File: src/rtl/mem_arb_pkg.sv
// Shared definitions for the data-memory arbiter: FSM states, port ids
// and the latency counter width.
package mem_arb_pkg;

    typedef enum logic [1:0] {
        ST_IDLE,
        ST_ISSUE,
        ST_WAIT,
        ST_DONE
    } arb_state_t;

    localparam logic PORT_CPU = 1'b0;
    localparam logic PORT_DBG = 1'b1;

    localparam int unsigned LAT_W = 4;

endpackage

File: src/rtl/data_mem_arbiter_rr_arb2.sv
// Two-way round-robin pick: a lone requester always wins, and a tie goes to
// the port that did not win last time.
module rr_arb2
    import mem_arb_pkg::*;
(
    input  logic [1:0] req,
    input  logic       last,
    output logic [1:0] gnt_onehot
);

    always_comb begin
        gnt_onehot = '0;
        if (req[PORT_CPU] && (!req[PORT_DBG] || last == PORT_DBG))
            gnt_onehot[PORT_CPU] = 1'b1;
        else if (req[PORT_DBG])
            gnt_onehot[PORT_DBG] = 1'b1;
    end

endmodule

File: src/rtl/data_mem_arbiter.sv
// Shares one data-memory port between the CPU load/store path (port 0) and the
// loader/debug master (port 1); one transaction in flight, MEM_LAT read latency.
module data_mem_arbiter
    import mem_arb_pkg::*;
#(
    parameter int unsigned ADDR_W  = 32,
    parameter int unsigned DATA_W  = 32,
    parameter int unsigned MEM_LAT = 1
) (
    input  logic              clk,
    input  logic              rst,
    input  logic              r0_req,
    input  logic              r0_we,
    input  logic [ADDR_W-1:0] r0_addr,
    input  logic [DATA_W-1:0] r0_wdata,
    output logic              r0_gnt,
    output logic              r0_done,
    output logic [DATA_W-1:0] r0_rdata,
    input  logic              r1_req,
    input  logic              r1_we,
    input  logic [ADDR_W-1:0] r1_addr,
    input  logic [DATA_W-1:0] r1_wdata,
    output logic              r1_gnt,
    output logic              r1_done,
    output logic [DATA_W-1:0] r1_rdata,
    output logic              r0_busy,
    output logic              mem_re,
    output logic              mem_we,
    output logic [ADDR_W-1:0] mem_addr,
    output logic [DATA_W-1:0] mem_wdata,
    input  logic [DATA_W-1:0] mem_rdata
);

    arb_state_t        state;
    logic              last;
    logic              owner;
    logic              cap_we;
    logic [LAT_W-1:0]  lat_cnt;
    logic [1:0]        pick;
    logic [1:0]        gnt;
    logic              win_we;
    logic [ADDR_W-1:0] win_addr;
    logic [DATA_W-1:0] win_wdata;

    rr_arb2 u_arb (
        .req        ({r1_req, r0_req}),
        .last       (last),
        .gnt_onehot (pick)
    );

    assign gnt    = (state == ST_IDLE) ? pick : 2'b00;
    assign r0_gnt = gnt[PORT_CPU];
    assign r1_gnt = gnt[PORT_DBG];

    assign r0_busy = (r0_req || (state != ST_IDLE && owner == PORT_CPU)) && !r0_done;

    always_comb begin
        win_we    = r0_we;
        win_addr  = r0_addr;
        win_wdata = r0_wdata;
        if (gnt[PORT_DBG]) begin
            win_we    = r1_we;
            win_addr  = r1_addr;
            win_wdata = r1_wdata;
        end
    end

    // mem_addr/mem_wdata double as the captured request; they are loaded on the
    // grant edge and cleared again after the single ISSUE cycle.
    always_ff @(posedge clk or posedge rst) begin
        if (rst) begin
            state     <= ST_IDLE;
            last      <= PORT_DBG;
            owner     <= PORT_CPU;
            cap_we    <= 1'b0;
            lat_cnt   <= '0;
            mem_re    <= 1'b0;
            mem_we    <= 1'b0;
            mem_addr  <= '0;
            mem_wdata <= '0;
            r0_done   <= 1'b0;
            r1_done   <= 1'b0;
            r0_rdata  <= '0;
            r1_rdata  <= '0;
        end else begin
            mem_re    <= 1'b0;
            mem_we    <= 1'b0;
            mem_addr  <= '0;
            mem_wdata <= '0;
            r0_done   <= 1'b0;
            r1_done   <= 1'b0;
            case (state)
                ST_IDLE: begin
                    if (|gnt) begin
                        owner     <= gnt[PORT_DBG];
                        last      <= gnt[PORT_DBG];
                        cap_we    <= win_we;
                        mem_re    <= !win_we;
                        mem_we    <= win_we;
                        mem_addr  <= win_addr;
                        mem_wdata <= win_wdata;
                        state     <= ST_ISSUE;
                    end
                end
                ST_ISSUE: begin
                    if (cap_we) begin
                        r0_done <= (owner == PORT_CPU);
                        r1_done <= (owner == PORT_DBG);
                        state   <= ST_DONE;
                    end else begin
                        lat_cnt <= LAT_W'(1);
                        state   <= ST_WAIT;
                    end
                end
                ST_WAIT: begin
                    if (lat_cnt == LAT_W'(MEM_LAT)) begin
                        if (owner == PORT_DBG)
                            r1_rdata <= mem_rdata;
                        else
                            r0_rdata <= mem_rdata;
                        r0_done <= (owner == PORT_CPU);
                        r1_done <= (owner == PORT_DBG);
                        state   <= ST_DONE;
                    end else begin
                        lat_cnt <= lat_cnt + LAT_W'(1);
                    end
                end
                ST_DONE: state <= ST_IDLE;
                default: state <= ST_IDLE;
            endcase
        end
    end

endmodule
File: config.mk
export PLATFORM = sky130hd
export DESIGN_NAME = data_mem_arbiter
export DESIGN_NICKNAME = d
export VERILOG_FILES = /design/src/rtl/mem_arb_pkg.sv /design/src/rtl/data_mem_arbiter_rr_arb2.sv /design/src/rtl/data_mem_arbiter.sv
export SDC_FILE = /design/constraint.sdc
export NUM_CORES = 1
export LEC_CHECK = 0
export BUFFER_PORTS_ARGS = -buffer_cell sky130_fd_sc_hd__buf_2
export CAP_MARGIN = 20
export CORE_MARGIN = 2
export CORE_UTILIZATION = 45
export CTS_CLUSTER_DIAMETER = 80
export DETAILED_ROUTE_END_ITERATION = 12
export HOLD_SLACK_MARGIN = 0.12
export PLACE_DENSITY = 0.8
export SYNTH_ARGS = -nofsm -noshare
export SYNTH_HDL_FRONTEND = slang
export SYNTH_SLANG_ARGS = --single-unit
File: constraint.sdc
create_clock -name clk -period 12.1 [get_ports clk]
set_clock_uncertainty 0.15 [all_clocks]
set_input_delay 2.42 -clock clk [delete_from_list [all_inputs] [get_ports clk]]
set_output_delay 2.42 -clock clk [all_outputs]
set_load 0.03 [all_outputs]
==> results.md <==
Die:
- The initial standard-cell utilization of the core is 45.4%.
- The row count is 43.
- The x dimension of the die is 122 um.
- For this design the top-level I/O count stands at 301.
- The floorplan step defined a core boundary enclosing 0.0137 mm^2.
- The die span in y is 122 um.
- The die outline area is 0.0148 mm^2.

Final layout:
- The library cell used most frequently in the layout, excluding fill and tap cells, is sky130_fd_sc_hd__buf_2.
- The finished cells cover 0.00841 mm^2.
- The area overhead of the layout relative to synthesis is 34.9%.
- The library cells used most frequently in the layout, excluding fill and tap cells, are 300 x sky130_fd_sc_hd__buf_2, 140 x sky130_fd_sc_hd__dfrtp_1, 130 x sky130_fd_sc_hd__o211ai_1.
- The proportion of layout cells with a drive suffix above 1 is 52.2%.
- The net count reported at finish is 961.

Timing:
- Setup violations remaining at the end of the flow were counted as 0.
- The post-route minimum period is 6630 ps.
- The hold violation total from the final report is 0.
- The worst pin sits at a relative slew slack of 25.4%.
- For the pin with the worst max-slew slack, the measured transition is 1120 ps.
- Based on the critical path, the design can be clocked at up to 151 MHz.
- Setup repair after global routing left no endpoint under its margin.
- Hold timing on the final database bottoms out at a slack of 349 ps.
- The summed negative setup slack over all endpoints is 0 ps.
- The max-slew violation total from the final report came to 0.
- After layout, the worst path uses 54.8% of the clock period.

Worst setup path:
- The critical path goes through buf_2 -> buf_4 -> inv_2 -> a21oi_1 -> and2_1 -> buf_2.
- The largest individual stage delay along the critical path comes from the cell sky130_fd_sc_hd__buf_4.
- The number of buffers and inverters on the critical path is 4.
- The arrival time of the worst setup path is 4060 ps.
- The category of the worst setup path capture point is a primary output.
- The startpoint of the lowest-slack register-to-register path is lat_cnt[1].
- The largest stage delay on the critical path is 550 ps.
- For the worst flop-to-flop path, the logic depth is 6.
- The top fanout value on the critical path is 52.
- The register-to-register setup slack is 9740 ps.
- The critical path's most frequent cell is sky130_fd_sc_hd__buf_2.
- The required time of the worst setup path is 9530 ps.
- The start-to-end type of the worst setup path is in2out.
- The endpoint identified for the worst register-to-register timing path is r0_rdata[21].
- STA classifies the critical path startpoint as a primary input.
- The kind of cell adding the most delay to the critical path is buffers and inverters.

Place:
- The placer's final routability congestion estimate is 0.786.
- The port buffer count is 300.
- The wire-length estimate of the detail-placed layout is 12200 um.
- Once placement finished, the instance area stood at 0.00778 mm^2.

Logic synthesis:
- Counting flops with a built-in enable in the synthesized netlist gives 0.
- The sequential share of the synthesized area is 56.6%.
- The register bit total from synthesis is 141.
- The number of nets handed over by synthesis was 692.
- The number of instances in the synthesized netlist is 521.
- The number of distinct standard cells referenced by the synthesized netlist is 34.
- The average instance area after synthesis is 12.0 um^2.
- The top flip-flop cell by instance count after synthesis is sky130_fd_sc_hd__dfrtp_1.
- Summing every instance area after synthesis gives 0.00623 mm^2.
- The number of warnings issued by yosys is 0.
- Counting flops with an async set or reset pin after synthesis yields a share of 100%.

Power and ir drop:
- The worst-case IR drop observed on VDD is 0.145 mV.
- The part of the power in combinational logic is 44.4%.
- The analysis attributes to cell leakage a power of 4.08 nW.
- In this run the power density over the cells is 271 mW/mm^2.
- Registers are responsible for 31.6% of the overall power.
- In this run switching power makes up 42.4% of total power.
- The total internal power is 1.31 mW.
- The switching power is 0.966 mW.
- The share of total power in the clock network is 24.0%.

Drt:
- Before antenna repair, the detailed router went through 5 iterations.
- The average via count per standard cell is 5.60.
- After detailed routing, the number of remaining DRC violations is 0.
- Across all layers, the routed design uses 5506 vias.
- Once detail routing completed, the nets flagged for antenna violations numbered 0.
- Dividing the detail-routed wire length by the instance count gives 18.3 um.
- The number of design-rule violations left by the first detailed-router iteration is 385.
- The total routed wirelength is 18000 um.

Clocking:
- The hold buffer count at CTS is 0.
- The clock tree from TritonCTS is yes.
- In this run the deepest clock path goes through 2 buffers.
- TritonCTS created 17 clock buffers.
- The number of setup buffers added after CTS is 0.
- The TritonCTS sink count is 141.
- The clock transition time at the flip-flop clock pins of the worst setup and hold paths is 60 ps.
- The clock latency on the worst-skew pair is 420 ps.
- The cell sitting at the root of the clock tree is a sky130_fd_sc_hd__clkbuf_16.
- The H-tree was split into 4 levels.
- Post-CTS repair changed the size of 0 cells.

Global route:
- The number of antenna violations at the first check in global routing is 4.
- The number of global-route vias before repair is 5244.
- The overall fraction of global-route tracks in use is 24.0%.
- The global route total overflow is 0.
- The pin count of the biggest net entering global routing is 91.
- The global-route wire length before repair is 27500 um.

Hold path:
- Along the worst hold path, the cell count comes to 1.
- The worst hold path startpoint is r1_rdata[29].
- The hold path endpoint is r1_rdata[29].
- The path type of the worst min-delay path is reg2reg.

Run:
- Max-cap violations in this run came to 0.

Status:
- The flow ran to the end, and the final reports show no timing, DRC or antenna violations.
==> cell families after synthesis <==
kind of cell | count (synthesis) | share of synthesized area (%)
buf+inv | 69 | 4.58
fa+ha+maj | 5 | 1.00
mux | 66 | 11.9
compound gates | 214 | 23.1
flops | 141 | 56.6
simple gates | 26 | 2.71
==> synthesized netlist by cell type, types with 2 or more instances <==
library cell | n | area share (%)
sky130_fd_sc_hd__clkbuf_1 | 48 | 2.9
sky130_fd_sc_hd__ha_1 | 5 | 1.0
sky130_fd_sc_hd__nor4b_1 | 2 | 0.28
sky130_fd_sc_hd__nand2_1 | 2 | 0.12
sky130_fd_sc_hd__a31o_2 | 2 | 0.28
sky130_fd_sc_hd__and3_1 | 4 | 0.40
sky130_fd_sc_hd__nor3_1 | 2 | 0.16
sky130_fd_sc_hd__o211ai_1 | 130 | 16
sky130_fd_sc_hd__a211o_1 | 2 | 0.28
sky130_fd_sc_hd__mux2_2 | 66 | 12
sky130_fd_sc_hd__buf_1 | 5 | 0.30
sky130_fd_sc_hd__nor2_1 | 6 | 0.36
sky130_fd_sc_hd__inv_1 | 10 | 0.60
sky130_fd_sc_hd__nand3_1 | 2 | 0.16
sky130_fd_sc_hd__buf_6 | 3 | 0.54
sky130_fd_sc_hd__dfrtp_1 | 140 | 56
sky130_fd_sc_hd__buf_2 | 3 | 0.24
sky130_fd_sc_hd__a211oi_1 | 2 | 0.24
sky130_fd_sc_hd__a21oi_1 | 71 | 5.7
sky130_fd_sc_hd__and2_1 | 2 | 0.20
==> stage by stage <==
| stage | worst slack [ps] | power, mW | std cells | utilization (%) |
|---|---|---|---|---|
| final | 5470 | 2.28 | 984 | 61.3 |
| after global routing | 5350 | 2.40 | 984 | 61.3 |
| after CTS | 5550 | 2.30 | 983 | 61.3 |
| after detailed placement | 5550 | 1.75 | 951 | 56.7 |
| after global placement | 5560 | 1.73 | 951 | 56.7 |
| after floorplan | 5750 | 1.45 | 521 | - |
==> sequential cells by signal (all words and copies together) (netlist names), 2 cells and up <==
| name | cells |
|---|---|
| lat_cnt | 4 |
| mem_addr | 32 |
| mem_wdata | 32 |
| r0_rdata | 32 |
| r1_rdata | 32 |
| state | 2 |
==> area by class of cell <==
cell class                 instances  area, um^2
fill                            1135        5310
inverter                          10        42.5
timing repair buffer             309        1570
multi-input combinational        311        2420
clock inverter                    14         183
clock buffer                      18         439
tap                              180         225
antenna                            1        2.50
sequential                       141        3530
==> power groups by stage <==
stage / Sequential (mW) / Combinational [mW] / Clock, mW
floorplan: 1.05 / 0.407 / 0
global placement: 0.721 / 1.00 / 0
detailed placement: 0.730 / 1.02 / 0
CTS: 0.723 / 1.02 / 0.554
global route: 0.743 / 1.09 / 0.574
finish: 0.721 / 1.01 / 0.547
==> worst max path at each step <==
stage | cells past startpoint | endpoint | slack [ps] | from
4_1_cts | 6 | r0_gnt | 5550 | r0_req
5_1_grt | 6 | r0_gnt | 5350 | r0_req
3_5_place_dp | 6 | r0_gnt | 5550 | r0_req
6_report | 6 | r0_gnt | 5470 | r0_req
2_1_floorplan | 1 | cap_we | 5750 | rst
3_3_place_gp | 6 | r0_gnt | 5560 | r0_req
==> layer usage <==
metal | GRT usage (%) | part of all wire (%) | up-vias
met5 | 0 | 0.19 | -
met4 | 9.48 | 2.3 | 6
met3 | 10.2 | 11 | 37
met2 | 38.7 | 49 | 286
met1 | 28.6 | 38 | 2656
li1 | - | - | 2521
Power figures use the tool's default switching activity.
